$ cat config.mk
export PLATFORM = sky130hd
export DESIGN_NAME = counter_run_ctrl
export DESIGN_NICKNAME = d
export VERILOG_FILES = /design/src/rtl/counter_run_ctrl.sv
export SDC_FILE = /design/constraint.sdc
export NUM_CORES = 1
export LEC_CHECK = 0
export BUFFER_PORTS_ARGS = -buffer_cell sky130_fd_sc_hd__buf_2
export CORE_UTILIZATION = 46
export CTS_CLUSTER_SIZE = 16
export DETAILED_ROUTE_END_ITERATION = 12
export PLACE_DENSITY = 0.72
export SLEW_MARGIN = 25
export SYNTH_ARGS = -nofsm -noshare
export SYNTH_HDL_FRONTEND = slang
export SYNTH_SLANG_ARGS = --single-unit
$ cat constraint.sdc
create_clock -name clk -period 2 [get_ports clk]
set_input_delay 0.2 -clock clk [delete_from_list [all_inputs] [get_ports clk]]
set_output_delay 0.2 -clock clk [all_outputs]
set_load 0.02 [all_outputs]
$ cat src/rtl/counter_run_ctrl.sv
// Job sequencer owning a WIDTH-bit wrap counter: (num_runs+1) passes; done at start+N*2^WIDTH edges, no backpressure (pause/abort levels).
// AUTO_RESTART_EN: start in DONE launches the next job directly instead of returning to IDLE.
module counter_run_ctrl #(
    parameter int WIDTH  = 2,
    parameter int RUNS_W = 4
) (
    input  logic              clk,
    input  logic              rst,
    input  logic              start,
    input  logic [RUNS_W-1:0] num_runs,
    input  logic              pause,
    input  logic              abort,
    output logic [WIDTH-1:0]  count,
    output logic [RUNS_W-1:0] run_idx,
    output logic              busy,
    output logic              done
);

    typedef enum logic [1:0] {
        S_IDLE  = 2'd0,
        S_RUN   = 2'd1,
        S_PAUSE = 2'd2,
        S_DONE  = 2'd3
    } state_t;

    localparam logic [WIDTH-1:0] CNT_MAX = {WIDTH{1'b1}};

    state_t            r_state;
    state_t            w_state_nxt;
    logic [WIDTH-1:0]  r_count;
    logic [WIDTH-1:0]  w_count_nxt;
    logic [RUNS_W-1:0] r_run_idx;
    logic [RUNS_W-1:0] w_run_idx_nxt;
    logic [RUNS_W-1:0] r_runs_q;
    logic [RUNS_W-1:0] w_runs_q_nxt;

    always_ff @(posedge clk) begin
        if (rst) begin
            r_state   <= S_IDLE;
            r_count   <= '0;
            r_run_idx <= '0;
            r_runs_q  <= '0;
        end else begin
            r_state   <= w_state_nxt;
            r_count   <= w_count_nxt;
            r_run_idx <= w_run_idx_nxt;
            r_runs_q  <= w_runs_q_nxt;
        end
    end

    always_comb begin
        w_state_nxt   = r_state;
        w_count_nxt   = r_count;
        w_run_idx_nxt = r_run_idx;
        w_runs_q_nxt  = r_runs_q;
        case (r_state)
            S_IDLE: begin
                if (start) begin
                    w_state_nxt   = S_RUN;
                    w_count_nxt   = '0;
                    w_run_idx_nxt = '0;
                    w_runs_q_nxt  = num_runs;
                end
            end
            S_RUN: begin
                if (abort) begin
                    w_state_nxt   = S_IDLE;
                    w_count_nxt   = '0;
                    w_run_idx_nxt = '0;
                end else if (pause) begin
                    w_state_nxt = S_PAUSE;
                end else if (r_count != CNT_MAX) begin
                    w_count_nxt = r_count + WIDTH'(1);
                end else if (r_run_idx < r_runs_q) begin
                    w_count_nxt   = '0;
                    w_run_idx_nxt = r_run_idx + RUNS_W'(1);
                end else begin
                    // Last pass finished: run_idx stays on the final pass number.
                    w_state_nxt = S_DONE;
                    w_count_nxt = '0;
                end
            end
            S_PAUSE: begin
                if (abort) begin
                    w_state_nxt   = S_IDLE;
                    w_count_nxt   = '0;
                    w_run_idx_nxt = '0;
                end else if (!pause) begin
                    w_state_nxt = S_RUN;
                end
            end
            S_DONE: begin
`ifdef AUTO_RESTART_EN
                if (start) begin
                    w_state_nxt   = S_RUN;
                    w_count_nxt   = '0;
                    w_run_idx_nxt = '0;
                    w_runs_q_nxt  = num_runs;
                end else begin
                    w_state_nxt = S_IDLE;
                end
`else
                w_state_nxt = S_IDLE;
`endif
            end
            default: w_state_nxt = S_IDLE;
        endcase
    end

    always_comb begin
        count   = r_count;
        run_idx = r_run_idx;
        busy    = (r_state == S_RUN) || (r_state == S_PAUSE);
        done    = (r_state == S_DONE);
    end

endmodule

; ---- Word level (Yosys, flattened, before mapping)
; Index checks and enable logic that the tools add are counted.
[word_totals]
register_bits = 12
out_inout_bits = 8
[classes]
add_sub_neg = 2
n_lt_le_gt_ge = 1
eq_ne = 12
n_mux = 21
n_reduce_logical = 7
[ops]
columns = operator, count
row1 = 2-to-1 mux 2 bit, 12
row2 = 2-to-1 mux 4 bit, 6
row3 = inequality test 3 bit (second input constant), 4
row4 = case mux 4 bit (3 select lines), 1
row5 = inequality test 4 bit (second input constant), 2
row6 = case mux 2 bit (4 select lines), 1
row7 = AND reduction 4 bit, 2
row8 = inequality test 2 bit (second input constant), 3
row9 = case mux 2 bit (3 select lines), 1
row10 = AND reduction 6 bit, 1
row11 = adder 4 x 1 -> 4 bit (second input constant), 1
row12 = == test 2 bit (second input constant), 2
row13 = less-than comparator 4 bit, 1
row14 = nonzero test 3 bit, 1
row15 = adder 2 x 1 -> 2 bit (second input constant), 1
row16 = == test 2 x 1 -> 1 bit (second input constant), 1
row17 = logical NOT 2 bit, 1
row18 = AND reduction 2 bit, 1
row19 = logical OR 1 bit, 1

; ---- Longest topological paths before layout
[logic_depth]
depth_word = 6
mapped_depth = 7
ltp_nobuf = 6

; ---- Worst setup path before layout
; OpenSTA, ideal clock, no wires.
[synth_path]
path_kind = register -> register
startpoint = register r_state[0]
endpoint = register r_run_idx[3], in the netlist run_idx[3]
arrival_ps = 1993
required_time_ps = 1926
setup_slack_ps = -67
stages_incl_launch_ff = 7
path_cell_list = dfxtp_1 > inv_1 > ha_1 > nor2b_2 > or4_4 > or4_1 > a31oi_1
[synth_via]
elab_chain_cells = 3
[synth_rtl]
columns = element, line_no
row1 = from (decl), 28  ; state_t r_state;
row2 = from (signal assigned), 44  ; r_state <= w_state_nxt;
row3 = "== test 2 x 1 -> 1 bit, or another cell as far along", 56  ; case (r_state)
row4 = "inequality test 3 bit (no line), or another cell as far along", --
row5 = AND reduction 6 bit (no line), --
row6 = to (signal assigned), 46  ; r_run_idx <= w_run_idx_nxt;
row7 = to (decl), 32  ; logic [RUNS_W-1:0] r_run_idx;
; Several ways; a longest one is shown, not always the timed one.
; A chain may end at the register's enable or synchronous reset.

; ---- Worst setup path in the final report
[layout_path]
startpoint = register r_state[0]
endpoint = register r_count[1], in the netlist count[1]
[layout_via]
elab_chain_cells = 3
[layout_rtl]
columns = element, line_no
row1 = "== test 2 x 1 -> 1 bit, or another cell as far along", 56
row2 = "inequality test 3 bit (no line), or another cell as far along", --
row3 = AND reduction 4 bit (no line), --
row4 = to (signal assigned), 45  ; r_count <= w_count_nxt;
row5 = to (decl), 30  ; logic [WIDTH-1:0] r_count;
; Several ways; a longest one is shown, not always the timed one.

==> results.md <==
Routing:
- After the first detailed-routing iteration, the DRC count stood at 16.
- Dividing the detail-routed wire length by the instance count gives 13.48 um.
- The first detailed-routing pass ran for 4 iterations.
- Once detail routing completed, the nets flagged for antenna violations numbered 0.
- Dividing the detail-routed via count by the number of cells gives 5.735.
- Summing over every cut layer, the via total after detailed routing is 757.
- For this block, the routed nets add up to 1779 um of wire.
- The post-detailed-route DRC marker count is 0.

Cells and area:
- The count of cells in the finished layout, fillers not included, comes to 132.
- The post-route cell area is 955.9 sq um.
- After the last flow step, the layout net total stands at 137.
- Compared with the post-synthesis result, the final layout area differs by 27.55%.
- The number of inserted diodes is 0.
- Counting the fill cells in the layout gives 150.
- In the final layout, the share of cells above drive strength 1 is 0.3621.
- Once layout is complete, the utilization of the core stands at 0.6346.

GRT:
- The maximum number of pins on one net before global-route repair is 14.
- The wire length of the first global-routing pass is 2918 um.
- The initial antenna violation count is 0.
- In the global route stage, overall resource usage came out at 0.2107.
- The via count of the first global-routing pass is 697.
- Summed over all layers, the global routing overflow is 0.

Timing:
- The peak clock frequency supported by timing is 504.4 MHz.
- The number of hold violations in the final report came to 0.
- The worst path in the final design needs a cycle of 1.983 ns, including I/O delays and setup.
- For the final database, setup skew stands at 0.004177 ns.
- The transition time of the tightest slew-check pin is 0.3356 ns.
- Dividing the final minimum period by the clock period gives 0.9913.
- The max-slew violation count is 0.
- Measured against its own limit, the worst slew margin works out to 0.7705.
- Setup repair after global routing could not meet its margin everywhere.
- The number of setup violations in the final report is 0.

Clock network:
- The deepest clock path buffer count is 2.
- For the worst-skew pair, the clock arrives at the later sink with an insertion delay of 0.27 ns.
- The clock sink total is 12.
- The number of clock buffers added by TritonCTS is 3.
- The cell sitting at the root of the clock tree is a sky130_fd_sc_hd__clkbuf_4.
- The clock slew seen by the registers of the worst setup and hold paths is 0.08 ns.
- The maximum level of the CTS H-tree is 1.
- The TritonCTS clock tree is done.

Floorplanning:
- The die is 42.37 um wide.
- The floorplan has 14 rows.
- The die is 42.37 um tall.
- The starting density of the core is 0.4975.
- The area enclosed by the die boundary is 0.001795 sq mm.
- The total I/O pin count is 17.
- The area of the placeable core is 0.001506 sq mm.

Pwr:
- The maximum vdd drop is 0.3020 mV.
- The power density over the cells is 626.0 mW/mm^2.
- The total chip power is 0.5984 mW.
- Summed over all cells, the static leakage comes to 0.4097 nW.

Setup path:
- The slowest stage of the critical path belongs to the cell sky130_fd_sc_hd__or4_4.
- The worst endpoint required time is 2.21 ns.
- The largest single stage delay on the critical path is 0.51 ns.
- The start-to-end type of the worst setup path is flop to flop.
- The launching element type of the critical path is a flop.
- The worst setup path is captured at a flop.
- The data arrival at the endpoint of the critical path is 2.19 ns.
- The maximum fanout encountered on the critical timing path is 6.
- Walking the worst path, the cells encountered are inv_2 -> ha_2 -> and2b_2 -> or4_4 -> or3b_2 -> a21oi_1.

Placed design:
- In this run, placement finished with an instance count of 127.
- The weighted congestion reported at the end of routability-driven placement is 0.7975.
- In this run the tool buffered the top-level ports with 16 buffer cells.
- The post-detailed-placement half-perimeter wirelength is 1281 um.
- In this run the cell area measured after placement is 905.9 sq um.

Min path:
- The min-delay analysis places its worst path in the category primary input to flop.

Logic synthesis:
- The fraction of the yosys area taken by sequential cells is 0.3205.
- The number of standard cells after synthesis is 89.
- The synthesized area divided by synthesized cell count is 8.421 sq um.
- Counting distinct cell types in the post-synthesis netlist gives 29.
- The total of flip-flops plus latches after synthesis is 12.
- Yosys mapped a number of flops with a built-in enable equal to 0.
- The netlist area before placement is 749.5 sq um.
- The commonest register cell after synthesis is sky130_fd_sc_hd__dfxtp_1.
- The number of warnings reported in the yosys synthesis log is 0.
- The share of synthesized registers carrying an async set or reset is 0.
- The number of nets in the synthesized netlist is 108.

Status:
- The run finished with clean final reports.

Run:
- The number of violations of the max-capacitance limit is 0.
[cell families (layout without fill, tap and decap cells)]
family / Yosys count / count (layout) / share of synthesized area
buffers and inverters: 10 / 37 / 0.05008
DFF: 12 / 12 / 0.3205
adders and majority gates: 10 / 10 / 0.1669
and+or+nand+nor: 32 / 32 / 0.2504
AOI/OAI and AO/OA: 25 / 25 / 0.2120
[what timing repair did]
item	CTS	global route
hold buffers	0	0
hold endpoints to repair	0	0
resized for setup	2	4
setup buffers	0	2
setup endpoints to repair	2	5
pin swaps	1	4
[path summary, 6_finish.rpt]
check        cells past startpoint         from  slack (ns)           to
max                              6   r_state[0]        0.02     count[1]
min                              3  num_runs[0]        0.17  r_runs_q[0]
max reg2reg                      6   r_state[0]        0.02     count[1]
min reg2reg                      2  r_runs_q[3]        0.46  r_runs_q[3]
[cell usage after synthesis, types with 2 or more instances]
master | instances | area [sq um]
sky130_fd_sc_hd__o211ai_1 | 5 | 37.54
sky130_fd_sc_hd__o21ai_0 | 4 | 20.02
sky130_fd_sc_hd__nand2_1 | 9 | 33.78
sky130_fd_sc_hd__dfxtp_1 | 12 | 240.2
sky130_fd_sc_hd__a31oi_1 | 3 | 18.77
sky130_fd_sc_hd__or4_1 | 3 | 22.52
sky130_fd_sc_hd__a21oi_1 | 8 | 40.04
sky130_fd_sc_hd__inv_1 | 8 | 30.03
sky130_fd_sc_hd__ha_1 | 10 | 125.1
sky130_fd_sc_hd__or3_2 | 2 | 15.01
sky130_fd_sc_hd__nand2b_1 | 2 | 12.51
sky130_fd_sc_hd__nand3_1 | 6 | 30.03
[placed cells by master, fill, tap and decap left out, drive strengths merged, types with 2 or more instances in the layout]
master,n
buf,26
dfxtp,12
ha,10
nand2,9
a21oi,8
inv,8
nand3,6
o211ai,5
o21ai,4
or4,4
a31oi,3
clkbuf,3
nand2b,2
or3,2
nor2b,2
[critical path, delay by kind of cell (launching register included)]
kind	cells	cell delay, ns
simple gates	3	1.20
buf+inv	1	0.05
fa+ha+maj	1	0.19
compound gates	1	0.14
flops	1	0.34
[power breakdown]
group | switching [mW] | total [mW] | internal, mW | leakage, nW
registers | 0.00848 | 0.263 | 0.255 | 0.0983
logic | 0.102 | 0.183 | 0.0817 | 0.298
clock network | 0.0824 | 0.152 | 0.0697 | 0.0138
[metal layers]
metal,part of all wire,global-route usage,vias up,wire [um]
met5,0,0,-,0
met4,0.012,0.1063,0,21
met3,0.034,0.02586,4,61
met2,0.50,0.3477,15,885
met1,0.46,0.2681,355,810
li1,-,-,383,-
[state kept, by name, summed over array words and instances, names as in the netlist]
name      cells
r_runs_q      4
run_idx       4
count         2
r_state       2
[per-stage QoR]
stage / setup WS [ns] / hold WS [ns] / setup TNS, ns
after floorplan: 0.02149 / 0.2756 / 0
after global placement: 0.02291 / 0.4469 / 0
after detailed placement: 0.002946 / 0.4573 / 0
after CTS: 0.002862 / 0.1729 / 0
after global routing: -0.04391 / 0.1722 / -0.1108
final: 0.01749 / 0.1738 / 0
[cell type report]
cell class | count | area, sq um | share of cell area
tap | 16 | 20.02 | 0.02094
clock buffer | 3 | 22.52 | 0.02356
multi-input combinational | 67 | 485.5 | 0.5079
inverter | 8 | 30.03 | 0.03141
timing repair buffer | 26 | 155.1 | 0.1623
sequential | 12 | 242.7 | 0.2539
No activity file was read; power rests on OpenSTA's default activity.
